**src/rtl/conv_job_scheduler_pkg.sv**
```systemverilog
// Shared types and geometry helpers for the convolution job schedulers.
package conv_pkg;

    typedef enum logic [1:0] {IDLE, RUN, DRAIN, DONE} state_t;

    localparam int COORD_W = 16;
    typedef logic signed [COORD_W-1:0] coord_t;

    // Output feature-map side length; 0 flags an unusable geometry.
    function automatic int out_dim(input int n, input int f, input int p, input int s);
        if (s < 1) return 0;
        return (n - f + 2 * p) / s + 1;
    endfunction

    function automatic int total_jobs(input int out, input int nf);
        return out * out * nf;
    endfunction

    function automatic int idx_w(input int n);
        return (n <= 1) ? 1 : $clog2(n);
    endfunction

endpackage

```
**src/rtl/conv_job_scheduler_lane_pick.sv**
```systemverilog
// Priority encoder: lowest set bit of avail_i plus a found flag.
module lane_pick #(
    parameter int W  = 16,
    parameter int IW = 4
) (
    input  logic [W-1:0]  avail_i,
    output logic          found_o,
    output logic [IW-1:0] idx_o
);

    always_comb begin
        found_o = 1'b0;
        idx_o   = '0;
        for (int i = W - 1; i >= 0; i--) begin
            if (avail_i[i]) begin
                found_o = 1'b1;
                idx_o   = IW'(i);
            end
        end
    end

endmodule

```
**src/rtl/conv_job_scheduler.sv**
```systemverilog
// Convolution job scheduler: one window job per cycle to the lowest free lane.
// Optional stall counter output enabled by CONV_JOB_SCHEDULER_PERF_EN.
module conv_job_scheduler
    import conv_pkg::*;
#(
    parameter int N     = 32,
    parameter int F     = 3,
    parameter int K     = 3,
    parameter int NF    = 4,
    parameter int P     = 0,
    parameter int S     = 1,
    parameter int NMULT = 16,
    parameter int CW    = 16,
    localparam int LW   = idx_w(NMULT),
    localparam int FW   = idx_w(NF),
    localparam int CHW  = $clog2(K + 1)
) (
    input  logic                 clk,
    input  logic                 rstn,
    input  logic                 en,
    input  logic                 start,
    input  logic [NMULT-1:0]     lane_free,
    input  logic [NMULT-1:0]     lane_done,
    output logic                 disp_valid,
    output logic [LW-1:0]        disp_lane,
    output logic signed [CW-1:0] disp_irow,
    output logic signed [CW-1:0] disp_icol,
    output logic signed [CW-1:0] disp_orow,
    output logic signed [CW-1:0] disp_ocol,
    output logic [FW-1:0]        disp_filt,
    output logic [CHW-1:0]       disp_nch,
    output logic                 busy,
    output logic                 result_ready,
`ifdef CONV_JOB_SCHEDULER_PERF_EN
    output logic [31:0]          stall_cycles,
`endif
    output logic [31:0]          jobs_retired
);

    localparam int OUT   = out_dim(N, F, P, S);
    localparam int TOTAL = total_jobs(OUT, NF);

    if (OUT < 1 || S < 1 || TOTAL < 1) begin : g_bad_cfg
        $fatal(1, "conv_job_scheduler: output size or stride below 1");
    end

    state_t               state_q, state_d;
    logic [CW-1:0]        orow_q, orow_d, ocol_q, ocol_d;
    logic [FW-1:0]        filt_q, filt_d;
    logic [NMULT-1:0]     busy_q, busy_d;
    logic [31:0]          retired_q, retired_d;
    logic                 dvld_q, dvld_d;
    logic [LW-1:0]        dlane_q, dlane_d;
    logic signed [CW-1:0] dirow_q, dirow_d, dicol_q, dicol_d;
    logic signed [CW-1:0] dorow_q, dorow_d, docol_q, docol_d;
    logic [FW-1:0]        dfilt_q, dfilt_d;
    logic [CHW-1:0]       dnch_q, dnch_d;

    logic [NMULT-1:0] avail, done_mask;
    logic             found, launch, dispatch;
    logic [LW-1:0]    pick;

    assign avail     = lane_free & ~busy_q;
    assign done_mask = lane_done & busy_q;

    lane_pick #(.W(NMULT), .IW(LW)) u_pick (
        .avail_i (avail),
        .found_o (found),
        .idx_o   (pick)
    );

    always_comb begin
        state_d   = state_q;
        orow_d    = orow_q;
        ocol_d    = ocol_q;
        filt_d    = filt_q;
        busy_d    = busy_q & ~done_mask;
        retired_d = retired_q + 32'($countones(done_mask));
        launch    = 1'b0;
        dispatch  = 1'b0;
        dvld_d    = 1'b0;
        dlane_d   = '0;
        dirow_d   = '0;
        dicol_d   = '0;
        dorow_d   = '0;
        docol_d   = '0;
        dfilt_d   = '0;
        dnch_d    = '0;

        unique case (state_q)
            IDLE, DONE: launch = start;
            RUN:        dispatch = found;
            DRAIN:      if (busy_d == '0) state_d = DONE;
            default:    state_d = IDLE;
        endcase

        if (launch) begin
            state_d   = RUN;
            orow_d    = '0;
            ocol_d    = '0;
            filt_d    = '0;
            busy_d    = '0;
            retired_d = '0;
        end

        if (dispatch) begin
            busy_d  = busy_d | (NMULT'(1) << pick);
            dvld_d  = 1'b1;
            dlane_d = pick;
            dorow_d = $signed(orow_q);
            docol_d = $signed(ocol_q);
            dirow_d = $signed(orow_q) * $signed(CW'(S)) - $signed(CW'(P));
            dicol_d = $signed(ocol_q) * $signed(CW'(S)) - $signed(CW'(P));
            dfilt_d = filt_q;
            dnch_d  = CHW'(K);
            // ocol innermost, then orow, then filter
            if (ocol_q != CW'(OUT - 1)) begin
                ocol_d = ocol_q + 1'b1;
            end else begin
                ocol_d = '0;
                if (orow_q != CW'(OUT - 1)) begin
                    orow_d = orow_q + 1'b1;
                end else begin
                    orow_d = '0;
                    if (filt_q == FW'(NF - 1)) state_d = DRAIN;
                    else                       filt_d  = filt_q + 1'b1;
                end
            end
        end

        if (!en) begin
            state_d = IDLE;
            busy_d  = '0;
            dvld_d  = 1'b0;
            dlane_d = '0;
            dirow_d = '0;
            dicol_d = '0;
            dorow_d = '0;
            docol_d = '0;
            dfilt_d = '0;
            dnch_d  = '0;
        end
    end

    always_ff @(posedge clk) begin
        if (!rstn) begin
            state_q   <= IDLE;
            orow_q    <= '0;
            ocol_q    <= '0;
            filt_q    <= '0;
            busy_q    <= '0;
            retired_q <= '0;
            dvld_q    <= 1'b0;
            dlane_q   <= '0;
            dirow_q   <= '0;
            dicol_q   <= '0;
            dorow_q   <= '0;
            docol_q   <= '0;
            dfilt_q   <= '0;
            dnch_q    <= '0;
        end else begin
            state_q   <= state_d;
            orow_q    <= orow_d;
            ocol_q    <= ocol_d;
            filt_q    <= filt_d;
            busy_q    <= busy_d;
            retired_q <= retired_d;
            dvld_q    <= dvld_d;
            dlane_q   <= dlane_d;
            dirow_q   <= dirow_d;
            dicol_q   <= dicol_d;
            dorow_q   <= dorow_d;
            docol_q   <= docol_d;
            dfilt_q   <= dfilt_d;
            dnch_q    <= dnch_d;
        end
    end

`ifdef CONV_JOB_SCHEDULER_PERF_EN
    logic [31:0] stall_q, stall_d;

    // Counts RUN cycles lost to lane starvation; saturates rather than wraps.
    always_comb begin
        stall_d = stall_q;
        if (en && launch)                                   stall_d = '0;
        else if (en && state_q == RUN && !found && stall_q != '1) stall_d = stall_q + 1'b1;
    end

    always_ff @(posedge clk) begin
        if (!rstn) stall_q <= '0;
        else       stall_q <= stall_d;
    end

    assign stall_cycles = stall_q;
`endif

    assign disp_valid   = dvld_q;
    assign disp_lane    = dlane_q;
    assign disp_irow    = dirow_q;
    assign disp_icol    = dicol_q;
    assign disp_orow    = dorow_q;
    assign disp_ocol    = docol_q;
    assign disp_filt    = dfilt_q;
    assign disp_nch     = dnch_q;
    assign busy         = (state_q == RUN) || (state_q == DRAIN);
    assign result_ready = (state_q == DONE);
    assign jobs_retired = retired_q;

endmodule

```
**config.mk**
```make
export PLATFORM = sky130hd
export DESIGN_NAME = conv_job_scheduler
export DESIGN_NICKNAME = d
export VERILOG_FILES = /design/src/rtl/conv_job_scheduler_pkg.sv /design/src/rtl/conv_job_scheduler_lane_pick.sv /design/src/rtl/conv_job_scheduler.sv
export SDC_FILE = /design/constraint.sdc
export NUM_CORES = 1
export LEC_CHECK = 0
export CAP_MARGIN = 20
export CORE_UTILIZATION = 48
export DETAILED_ROUTE_END_ITERATION = 16
export GPL_TIMING_DRIVEN = 0
export PLACE_DENSITY = 0.88
export SETUP_SLACK_MARGIN = 0.2
export SLEW_MARGIN = 15
export SYNTH_ARGS = -nofsm -noshare
export SYNTH_HDL_FRONTEND = slang
export SYNTH_SLANG_ARGS = --single-unit
```
**constraint.sdc**
```tcl
create_clock -name clk -period 10.8 [get_ports clk]
set_clock_uncertainty 0.05 [all_clocks]
set_input_delay 3.24 -clock clk [delete_from_list [all_inputs] [get_ports clk]]
set_output_delay 3.24 -clock clk [all_outputs]
set_load 0.01 [all_outputs]
```
==> results.json <==
{
  "post_cts.repair.setup_buffers": 0,
  "p_switching_uw": 247,
  "post_drt_via_cell_ratio": 5.52,
  "detailedRoute.firstPassIterationCount": 6,
  "die_y_um": 118,
  "clk_latency_ns": 0.43,
  "design.final.nets": 958,
  "ctsHoldBuffers": 0,
  "io_buffer_count": 141,
  "power.static_leakage_uw": 0.00326,
  "mappedNetlistArea_um2": 6400,
  "synth.avg_cell_area_um2": 8.73,
  "start_util": 0.499,
  "worstPathMaxFanout": 10,
  "cp_slowest_stage_delay_ns": 0.57,
  "synth-warning-count": 0,
  "syn_to_final_growth_pct": 35.3,
  "synth_edf_count": 0,
  "final.min_clock_period_ns": 8.00,
  "setup_violations": 0,
  "hold_end": "jobs_retired[31]",
  "reg2reg_launch_point": "busy_q[0]",
  "timing_worst_setup_path_type": "input port to flip-flop",
  "synth_commonest_cells": "sky130_fd_sc_hd__dfxtp_1 (123), sky130_fd_sc_hd__and2_1 (51), sky130_fd_sc_hd__inv_1 (48)",
  "grt_remaining_overflow": 0,
  "synth_async_sr_flop_share": 0,
  "synth.area.top_cells": "sky130_fd_sc_hd__dfxtp_1 (38%), sky130_fd_sc_hd__and2_1 (5.0%), sky130_fd_sc_hd__buf_4 (4.0%), sky130_fd_sc_hd__fa_1 (3.8%), sky130_fd_sc_hd__ha_1 (3.1%)",
  "clock_power_share": 0.549,
  "critical_path.cell_chain": "clkdlybuf4s50_1 -> and2_1 -> fa_1 -> inv_1 -> fa_1 -> fa_1 -> inv_1 -> fa_1 -> fa_1 -> inv_1 -> fa_1 -> nor2b_1 -> o31a_1 -> o211ai_1 -> clkbuf_1 -> or3_1 -> a21oi_1",
  "switching_share_of_total_power": 0.222,
  "clock_path_buffers": 2,
  "sequential_power_share": 0.409,
  "worstSetupStartpointType": "input port",
  "synthMostInstantiatedCell": "sky130_fd_sc_hd__dfxtp_1",
  "tritoncts": "done",
  "routed-via-count": 5960,
  "diodes_inserted": 0,
  "yosys_most_used_dff": "sky130_fd_sc_hd__dfxtp_1",
  "finalWirelength_um": 15400,
  "all_layer_gr_usage": 0.229,
  "cts_root_buffer": "sky130_fd_sc_hd__clkbuf_16",
  "tightestPinTransition_ns": 0.607,
  "route.detailed.drc": 0,
  "netlist-cell-type-count": 57,
  "io_pins": 143,
  "largest_net_degree_at_the_start_of_global_routing": 17,
  "portion_of_the_clock_cycle_consumed_by_the_worst_path_in_the_final_layout": 0.741,
  "routed_wire_length_per_instance_um": 14.3,
  "rr_worst_depth": 16,
  "number_of_instances_on_the_worst_hold_path": 2,
  "util_after_layout": 0.676,
  "crit_arrival_ns": 8.31,
  "chipWidth_um": 118,
  "die_footprint_um2": 13800,
  "setup_ws_ns": 2.80,
  "core_region_area_um2": 12800,
  "slew-limit-headroom": 0.591,
  "crit-reg2reg-capture": "jobs_retired[26]",
  "comb_power_share": 0.042,
  "syn_inst": 734,
  "critical_path.most_common_cell": "sky130_fd_sc_hd__fa_1",
  "grt_first_pass_wirelength_um": 25500,
  "ir_drop_mv": 0.190,
  "dr.first_iter.drc_count": 297,
  "hold_slack_ns": 0.443,
  "power.density_nw_per_um2": 128,
  "worstSetupEndpointType": "flip-flop",
  "inserted_clock_buffers": 17,
  "outcome": "complete, no violations",
  "hold_path.startpoint": "jobs_retired[31]",
  "cts-resized-gates": 0,
  "final-hold-violation-count": 0,
  "synth_area_leader_cell": "sky130_fd_sc_hd__dfxtp_1",
  "setup_tns_ns": 0,
  "htree_num_levels": 4,
  "synth_largest_type_area_fraction": 0.384,
  "drive_gt1_frac": 0.0882,
  "routabilityCongestion": 0.921,
  "maxClockFrequency_mhz": 125,
  "ys_seq_area_frac": 0.384,
  "synth.ff_latch_count": 123,
  "unrepaired_setup_endpoints_after_global_routing": "no",
  "critPathRequiredTime_ns": 11.11,
  "r2r_setup_slack_ns": 5.76,
  "crit_path_top_delay_cell": "sky130_fd_sc_hd__fa_1",
  "antenna_violations_before_repair": 0,
  "clock_sinks": 123,
  "rows": 41,
  "slew_viol_final": 0,
  "via_count_of_the_first_global_routing_pass": 5384,
  "nFillCells": 1063,
  "internal-power_uw": 865,
  "hold_path_class": "flip-flop to flip-flop",
  "dp_worst_setup_slack_ns": 2.43,
  "synth_nets": 798,
  "route.antenna.remaining_nets": 0,
  "place_hpwl_um": 11400,
  "clk_pin_slew_ns": 0.05,
  "timing.max_cap.violations": 0
}
per-layer routing:
| metal | wire length (um) | global-route usage |
|---|---|---|
| met3 | 996 | 0.0601 |
| met2 | 7460 | 0.376 |
| met1 | 6740 | 0.285 |
| met4 | 251 | 0.0921 |
| met5 | 0 | 0 |
how the worst max path moves through the flow:
stage                       startpoint          endpoint  depth (start not counted)
after detailed placement  lane_done[0]  jobs_retired[26]                         17
after global placement    lane_done[0]  jobs_retired[26]                         17
after floorplan           lane_done[0]  jobs_retired[26]                         16
after global routing      lane_done[2]  jobs_retired[26]                         17
after CTS                 lane_done[0]  jobs_retired[26]                         17
final                     lane_done[2]  jobs_retired[26]                         17
sequential cells by signal, indices dropped and copies added (netlist names):
| signal | flops |
|---|---|
| jobs_retired | 32 |
| busy_q | 16 |
| disp_ocol | 16 |
| disp_orow | 16 |
| ocol_q | 16 |
| orow_q | 16 |
| disp_lane | 4 |
| disp_filt | 2 |
| filt_q | 2 |
| state_q | 2 |
| disp_nch | 1 |
cells in the final DEF, fill, tap and decap left out, types with 6 or more instances in the layout:
cell type / synthesis / layout
sky130_fd_sc_hd__clkbuf_1: 21 / 21
sky130_fd_sc_hd__clkbuf_16: 0 / 17
sky130_fd_sc_hd__nand2_1: 38 / 38
sky130_fd_sc_hd__or4_1: 8 / 8
sky130_fd_sc_hd__o32ai_1: 13 / 13
sky130_fd_sc_hd__or3_1: 18 / 18
sky130_fd_sc_hd__ha_1: 16 / 16
sky130_fd_sc_hd__nor3_1: 21 / 21
sky130_fd_sc_hd__nor2_1: 34 / 34
sky130_fd_sc_hd__a21oi_1: 23 / 23
sky130_fd_sc_hd__and2_1: 51 / 51
sky130_fd_sc_hd__buf_4: 34 / 34
sky130_fd_sc_hd__xnor2_1: 8 / 8
sky130_fd_sc_hd__fa_1: 12 / 12
sky130_fd_sc_hd__inv_1: 48 / 48
sky130_fd_sc_hd__and3_1: 13 / 13
sky130_fd_sc_hd__inv_6: 0 / 6
sky130_fd_sc_hd__xor2_1: 9 / 9
sky130_fd_sc_hd__nor2b_1: 13 / 13
sky130_fd_sc_hd__dfxtp_1: 123 / 123
sky130_fd_sc_hd__nand4_1: 30 / 30
sky130_fd_sc_hd__a21o_1: 6 / 6
sky130_fd_sc_hd__o211ai_1: 15 / 15
sky130_fd_sc_hd__nand2b_1: 29 / 29
sky130_fd_sc_hd__o22ai_1: 7 / 7
sky130_fd_sc_hd__nor4_1: 17 / 17
sky130_fd_sc_hd__a211oi_1: 7 / 7
sky130_fd_sc_hd__clkdlybuf4s50_1: 0 / 141
sky130_fd_sc_hd__nand3_1: 19 / 19
sky130_fd_sc_hd__o21ai_0: 33 / 33
cells by family (layout without fill, tap and decap cells):
logic type,count (synthesis),in the layout,synth area share
simple gates,308,308,0.273
compound gates,141,141,0.154
flops,123,123,0.384
buf+inv,114,287,0.0924
fa+ha+maj,28,28,0.0688
xor+xnor,17,17,0.0232
mux,3,3,0.00469
area by class of cell:
type	count	area, um2	area share
Buffer	66	412	0.0475
Clock buffer	17	425	0.0491
Clock inverter	15	211	0.0244
Inverter	48	180	0.0208
Multi-Input combinational cell	497	3350	0.387
Sequential cell	123	2460	0.284
Tap cell	172	215	0.0248
Timing Repair Buffer	141	1410	0.163
through the flow:
stage	cell area [um2]	power (uW)	instances
global route	8670	1150	1079
global placement	8030	510	1047
finish	8670	1110	1079
detailed placement	8030	511	1047
CTS	8670	1120	1079
floorplan	6400	488	734
critical path, delay by kind of cell:
family          cells  cell delay, ns
simple gates        3            0.80
buf+inv             5            0.90
fa+ha+maj           6            2.72
compound gates      3            0.64
power by group through the flow:
stage / registers, uW / clock network, uW / logic (uW)
after global routing: 455 / 640 / 50.2
final: 455 / 611 / 46.6
after detailed placement: 465 / 0 / 45.8
after CTS: 455 / 618 / 46.0
after floorplan: 465 / 0 / 22.8
after global placement: 465 / 0 / 45.0
(Power assumes the default switching activity.)
